File: src/rtl/alu_operand_stage_pkg.sv
// Shared op-code constants and issue-stage state type for alu_operand_stage and logic_unit.
package alu_operand_stage_pkg;

  localparam int unsigned ALU_OP_SEL_WIDTH = 3;

  localparam logic [ALU_OP_SEL_WIDTH-1:0] ALU_OP_AND  = 3'b111;
  localparam logic [ALU_OP_SEL_WIDTH-1:0] ALU_OP_OR   = 3'b110;
  localparam logic [ALU_OP_SEL_WIDTH-1:0] ALU_OP_XOR  = 3'b100;
  localparam logic [ALU_OP_SEL_WIDTH-1:0] ALU_OP_NOT1 = 3'b000;
  localparam logic [ALU_OP_SEL_WIDTH-1:0] ALU_OP_NOT2 = 3'b001;

  // ST_HEAD: only HEAD valid; ST_FULL: HEAD and SKID valid
  typedef enum logic [1:0] {
    ST_EMPTY = 2'd0,
    ST_HEAD  = 2'd1,
    ST_FULL  = 2'd2
  } stage_state_e;

  function automatic logic [1:0] state_occupancy(input stage_state_e s);
    case (s)
      ST_HEAD: return 2'd1;
      ST_FULL: return 2'd2;
      default: return 2'd0;
    endcase
  endfunction

endpackage

File: src/rtl/alu_operand_stage_legal_check.sv
// Combinational check: is the op code one that logic_unit implements.
module alu_op_legal_check
  import alu_operand_stage_pkg::*;
#(
  parameter int unsigned OP_SEL_WIDTH = ALU_OP_SEL_WIDTH
) (
  input  logic [OP_SEL_WIDTH-1:0] op_select,
  output logic                    legal
);

  always_comb begin
    legal = (op_select == OP_SEL_WIDTH'(ALU_OP_AND))  ||
            (op_select == OP_SEL_WIDTH'(ALU_OP_OR))   ||
            (op_select == OP_SEL_WIDTH'(ALU_OP_XOR))  ||
            (op_select == OP_SEL_WIDTH'(ALU_OP_NOT1)) ||
            (op_select == OP_SEL_WIDTH'(ALU_OP_NOT2));
  end

endmodule

File: src/rtl/alu_operand_stage.sv
// Registered issue stage feeding logic_unit: 2-entry skid buffer (HEAD/SKID) with registered
// in_ready, plus illegal-op flagging and a saturating illegal-op counter.
module alu_operand_stage
  import alu_operand_stage_pkg::*;
#(
  parameter int unsigned OPD_LENGTH    = 8,
  parameter int unsigned OP_SEL_WIDTH  = 3,
  parameter int unsigned ERR_CNT_WIDTH = 8
) (
  input  logic                     clk,
  input  logic                     rst,
  input  logic                     in_valid,
  output logic                     in_ready,
  input  logic [OPD_LENGTH-1:0]    in_opd1,
  input  logic [OPD_LENGTH-1:0]    in_opd2,
  input  logic [OP_SEL_WIDTH-1:0]  in_op_select,
  input  logic                     flush,
  output logic                     out_valid,
  input  logic                     out_ready,
  output logic [OPD_LENGTH-1:0]    opd1,
  output logic [OPD_LENGTH-1:0]    opd2,
  output logic [OP_SEL_WIDTH-1:0]  alu_op_select,
  output logic                     out_illegal,
  output logic [1:0]               occupancy,
  output logic [ERR_CNT_WIDTH-1:0] illegal_count
);

  stage_state_e state_q, state_d;
  logic         in_ready_q, in_ready_d;

  logic [OPD_LENGTH-1:0]    head_opd1_q, head_opd2_q, skid_opd1_q, skid_opd2_q;
  logic [OP_SEL_WIDTH-1:0]  head_op_q, skid_op_q;
  logic [ERR_CNT_WIDTH-1:0] illegal_count_q;

  logic in_xfer;
  logic head_load_in, head_load_skid, skid_load;
  logic in_legal, head_legal;

  alu_op_legal_check #(.OP_SEL_WIDTH(OP_SEL_WIDTH)) u_in_check (
    .op_select (in_op_select),
    .legal     (in_legal)
  );

  alu_op_legal_check #(.OP_SEL_WIDTH(OP_SEL_WIDTH)) u_head_check (
    .op_select (head_op_q),
    .legal     (head_legal)
  );

  // flush discards the offered input, so it is not an accepted transfer
  assign in_xfer = in_valid & in_ready_q & ~flush;

  always_comb begin
    state_d        = state_q;
    in_ready_d     = in_ready_q;
    head_load_in   = 1'b0;
    head_load_skid = 1'b0;
    skid_load      = 1'b0;
    if (flush) begin
      state_d    = ST_EMPTY;
      in_ready_d = 1'b1;
    end else begin
      case (state_q)
        ST_EMPTY: begin
          if (in_xfer) begin
            head_load_in = 1'b1;
            state_d      = ST_HEAD;
          end
        end
        ST_HEAD: begin
          if (in_xfer && out_ready) begin
            head_load_in = 1'b1;
          end else if (in_xfer) begin
            skid_load  = 1'b1;
            state_d    = ST_FULL;
            in_ready_d = 1'b0;
          end else if (out_ready) begin
            state_d = ST_EMPTY;
          end
        end
        ST_FULL: begin
          if (out_ready) begin
            head_load_skid = 1'b1;
            state_d        = ST_HEAD;
            in_ready_d     = 1'b1;
          end
        end
        default: begin
          state_d    = ST_EMPTY;
          in_ready_d = 1'b1;
        end
      endcase
    end
  end

  always_ff @(posedge clk) begin
    if (rst) begin
      state_q         <= ST_EMPTY;
      in_ready_q      <= 1'b1;
      head_opd1_q     <= '0;
      head_opd2_q     <= '0;
      head_op_q       <= '0;
      skid_opd1_q     <= '0;
      skid_opd2_q     <= '0;
      skid_op_q       <= '0;
      illegal_count_q <= '0;
    end else begin
      state_q    <= state_d;
      in_ready_q <= in_ready_d;
      if (head_load_in) begin
        head_opd1_q <= in_opd1;
        head_opd2_q <= in_opd2;
        head_op_q   <= in_op_select;
      end else if (head_load_skid) begin
        head_opd1_q <= skid_opd1_q;
        head_opd2_q <= skid_opd2_q;
        head_op_q   <= skid_op_q;
      end
      if (skid_load) begin
        skid_opd1_q <= in_opd1;
        skid_opd2_q <= in_opd2;
        skid_op_q   <= in_op_select;
      end
      if (in_xfer && !in_legal && (illegal_count_q != '1)) begin
        illegal_count_q <= illegal_count_q + ERR_CNT_WIDTH'(1);
      end
    end
  end

  assign in_ready      = in_ready_q;
  assign out_valid     = (state_q != ST_EMPTY);
  assign occupancy     = state_occupancy(state_q);
  assign opd1          = head_opd1_q;
  assign opd2          = head_opd2_q;
  assign alu_op_select = head_op_q;
  assign out_illegal   = out_valid & ~head_legal;
  assign illegal_count = illegal_count_q;

endmodule
File: config.mk
export PLATFORM = sky130hd
export DESIGN_NAME = alu_operand_stage
export DESIGN_NICKNAME = d
export VERILOG_FILES = /design/src/rtl/alu_operand_stage_pkg.sv /design/src/rtl/alu_operand_stage_legal_check.sv /design/src/rtl/alu_operand_stage.sv
export SDC_FILE = /design/constraint.sdc
export NUM_CORES = 1
export LEC_CHECK = 0
export CAP_MARGIN = 30
export CORE_ASPECT_RATIO = 1.25
export CORE_MARGIN = 5
export CORE_UTILIZATION = 30
export DETAILED_ROUTE_END_ITERATION = 8
export HOLD_SLACK_MARGIN = 0.1
export PLACE_DENSITY = 0.66
export RECOVER_POWER = 100
export SYNTH_ARGS = -nofsm -noshare
export SYNTH_HDL_FRONTEND = slang
export SYNTH_SLANG_ARGS = --single-unit
File: constraint.sdc
create_clock -name clk -period 2.86 [get_ports clk]
set_clock_uncertainty 0.15 [all_clocks]
set_input_delay 0.572 -clock clk [delete_from_list [all_inputs] [get_ports clk]]
set_output_delay 0.572 -clock clk [all_outputs]
set_load 0.005 [all_outputs]
==> flow_summary.json <==
{
  "synthCells": 245,
  "cts_tree": "done",
  "drive_above_1_share_pct": 7.64,
  "core_um2": 6850,
  "cp-end-kind": "flip-flop",
  "ys_seq_area_share_pct": 47.2,
  "num_io_pins": 56,
  "fin_crit_ps": 2410,
  "area_growth_pct": 34.5,
  "top_layer_used": "met4",
  "hold_buffers": 0,
  "dr_wl_met3_um": 293,
  "pre_cts_ws_ps": 173,
  "setup_violations": 0,
  "syn_area_per_cell_um2": 8.48,
  "grt_pass1_wl_um": 8610,
  "clock_sinks": 49,
  "synth_nets": 270,
  "dieWidth_um": 84.4,
  "critPathBufInv": 1,
  "peakVddDrop_mv": 0.192,
  "rsz0062_at_grt": "false",
  "final_util_pct": 40.8,
  "outcome": "completed",
  "hold_viol_final": 0,
  "slowest_stage": "nor3b_4",
  "ys_top_cells_by_area": "dfxtp_1, nand2_1, a21oi_1",
  "period_share_pct": 84.2,
  "synth_area_um2": 2080,
  "setup_slack_ps": 451,
  "htreeDepth": 2,
  "hold_path.class": "flip-flop to flip-flop",
  "yosys.area.top_type_share_pct": 47.2,
  "root_buffer": "clkbuf_8",
  "vias": 1846,
  "cpLargestDelayFamily": "simple AND/OR/NAND/NOR gates",
  "synth_cell_types": 40,
  "cts_buffers": 5,
  "diodes": 0,
  "drc": 0,
  "powerDensity_nw_per_um2": 444,
  "ctsResizeCount": 0,
  "ys_seq_elements": 49,
  "grtUsageTotal_pct": 12.3,
  "clk_pin_slew_ps": 90,
  "crit_fanout": 19,
  "portBuffers": 55,
  "synth_edf_count": 0,
  "cts_setup_buffers": 0,
  "dieArea_um2": 8700,
  "worstMarginPinSlew_ps": 810,
  "ant_nets": 0,
  "grt_overflow_total": 0,
  "ys_warn_count": 0,
  "drt_wl_total_um": 5110,
  "start_kind": "input port",
  "cp_cell_sequence": "dlygate4sd3_1 -> nand3b_4 -> nor3b_4 -> a22oi_1 -> a21oi_1",
  "place.gp.congestion": 0.811,
  "vias_per_cell": 4.72,
  "clockBufferDepth": 2,
  "hpwl_um": 3620,
  "start_util_pct": 30.3,
  "cap_viol_max_count": 0,
  "slew_violations": 0,
  "cellLeakagePower_nw": 1.01,
  "setup_tns_ps": 0,
  "drt_iter0_markers": 85,
  "m1WireLength_um": 2210,
  "met2WireLength_um": 2540,
  "cp.required_ps": 2940,
  "final_nets": 325,
  "insertion_delay_ps": 300,
  "rows": 34,
  "die_h_um": 103,
  "fmax_mhz": 415,
  "relSlewSlack_pct": 46.0,
  "cp.arrival_ps": 2490,
  "synth_top_area_cell": "dfxtp_1",
  "first_pass_iters": 4,
  "ys.flop_type": "dfxtp_1",
  "grt_pass1_vias": 1876,
  "grt_start_max_net_pins": 44,
  "whs_ps": 304,
  "wire_per_inst_um": 13.1,
  "critPathKind": "input port to flip-flop",
  "cpPeakStageDelay_ps": 700,
  "async_flop_share_pct": 0,
  "antenna_found_initial": 0
}
==> logic make-up after synthesis <==
group | count (synthesis) | synth area share [%]
compound gates | 74 | 22.9
xor+xnor | 1 | 0.422
fa+ha+maj | 1 | 0.602
buf+inv | 15 | 3.92
flops | 49 | 47.2
mux | 4 | 1.99
simple gates | 101 | 23.0
==> through the flow <==
step           instance area (µm²)  std cells  power, mW
2_1_floorplan                 2080        245      0.785
3_3_place_gp                  2710        383      0.868
3_5_place_dp                  2710        383      0.870
4_1_cts                       2800        391       1.26
5_1_grt                       2790        391       1.30
6_report                      2790        391       1.24
==> where the power goes <==
group          leakage (nW)  switching, mW  total [mW]  internal [mW]
clock                0.0439          0.228       0.397          0.169
sequential            0.397         0.0102       0.708          0.698
combinational         0.566         0.0620       0.136         0.0741
==> flip-flops by register name (all words and copies together) (netlist names) <==
register       flops
opd1               8
in_ready           1
opd2               8
alu_op_select      3
state_q            2
skid_opd1_q        8
illegal_count      8
skid_op_q          3
skid_opd2_q        8
==> Yosys cell counts (all sizes together), types with 2 or more instances <==
| cell type | instances |
|---|---|
| dfxtp | 49 |
| a31oi | 3 |
| a2111oi | 2 |
| o21ai | 3 |
| mux2i | 3 |
| buf | 8 |
| clkbuf | 5 |
| nand3b | 2 |
| nand2b | 5 |
| nand2 | 62 |
| nor2 | 12 |
| or3 | 2 |
| nor3 | 3 |
| a21oi | 40 |
| a22oi | 20 |
| nor2b | 2 |
| inv | 2 |
| nand3 | 5 |
==> cell usage in the layout (no fill, tap or decap), drive strengths merged, types with 2 or more instances in the layout <==
master         instances
nand2                 62
dfxtp                 49
a21oi                 40
dlygate4sd3           32
clkdlybuf4s50         22
a22oi                 20
nor2                  12
buf                    7
nand3                  5
clkbuf                 5
nand2b                 5
mux2i                  3
a31oi                  3
o21ai                  3
nor3                   3
inv                    2
or3                    2
nor2b                  2
clkinv                 2
nand3b                 2
a2111oi                2
==> worst paths after layout <==
check	from	to	slack, ps	depth (start not counted)
setup / recovery	in_valid	opd1[4]	450	5
hold / removal	opd2[2]	opd2[2]	300	2
setup reg to reg	in_ready	opd1[4]	910	4
hold reg to reg	opd2[2]	opd2[2]	300	2
==> layout make-up <==
class / instances / area (µm²)
clock buffers: 5 / 68.8
clock inverters: 3 / 17.5
fillers: 698 / 4060
inverters: 2 / 7.51
multi-input cells: 181 / 1010
flip-flops and latches: 49 / 981
well taps: 90 / 113
repair buffers: 61 / 591
==> routing by layer <==
layer,up-vias,GRT usage [%]
li1,968,-
met1,833,13.8
met2,40,22.5
met3,5,3.84
met4,0,3.65
met5,-,0
==> tightest hold or removal path, cell delays in order, from the launching register on <==
cell	delay [ps]
dfxtp_1	310
nand2_1	50
a21oi_1	50
Power figures use the tool's default switching activity.
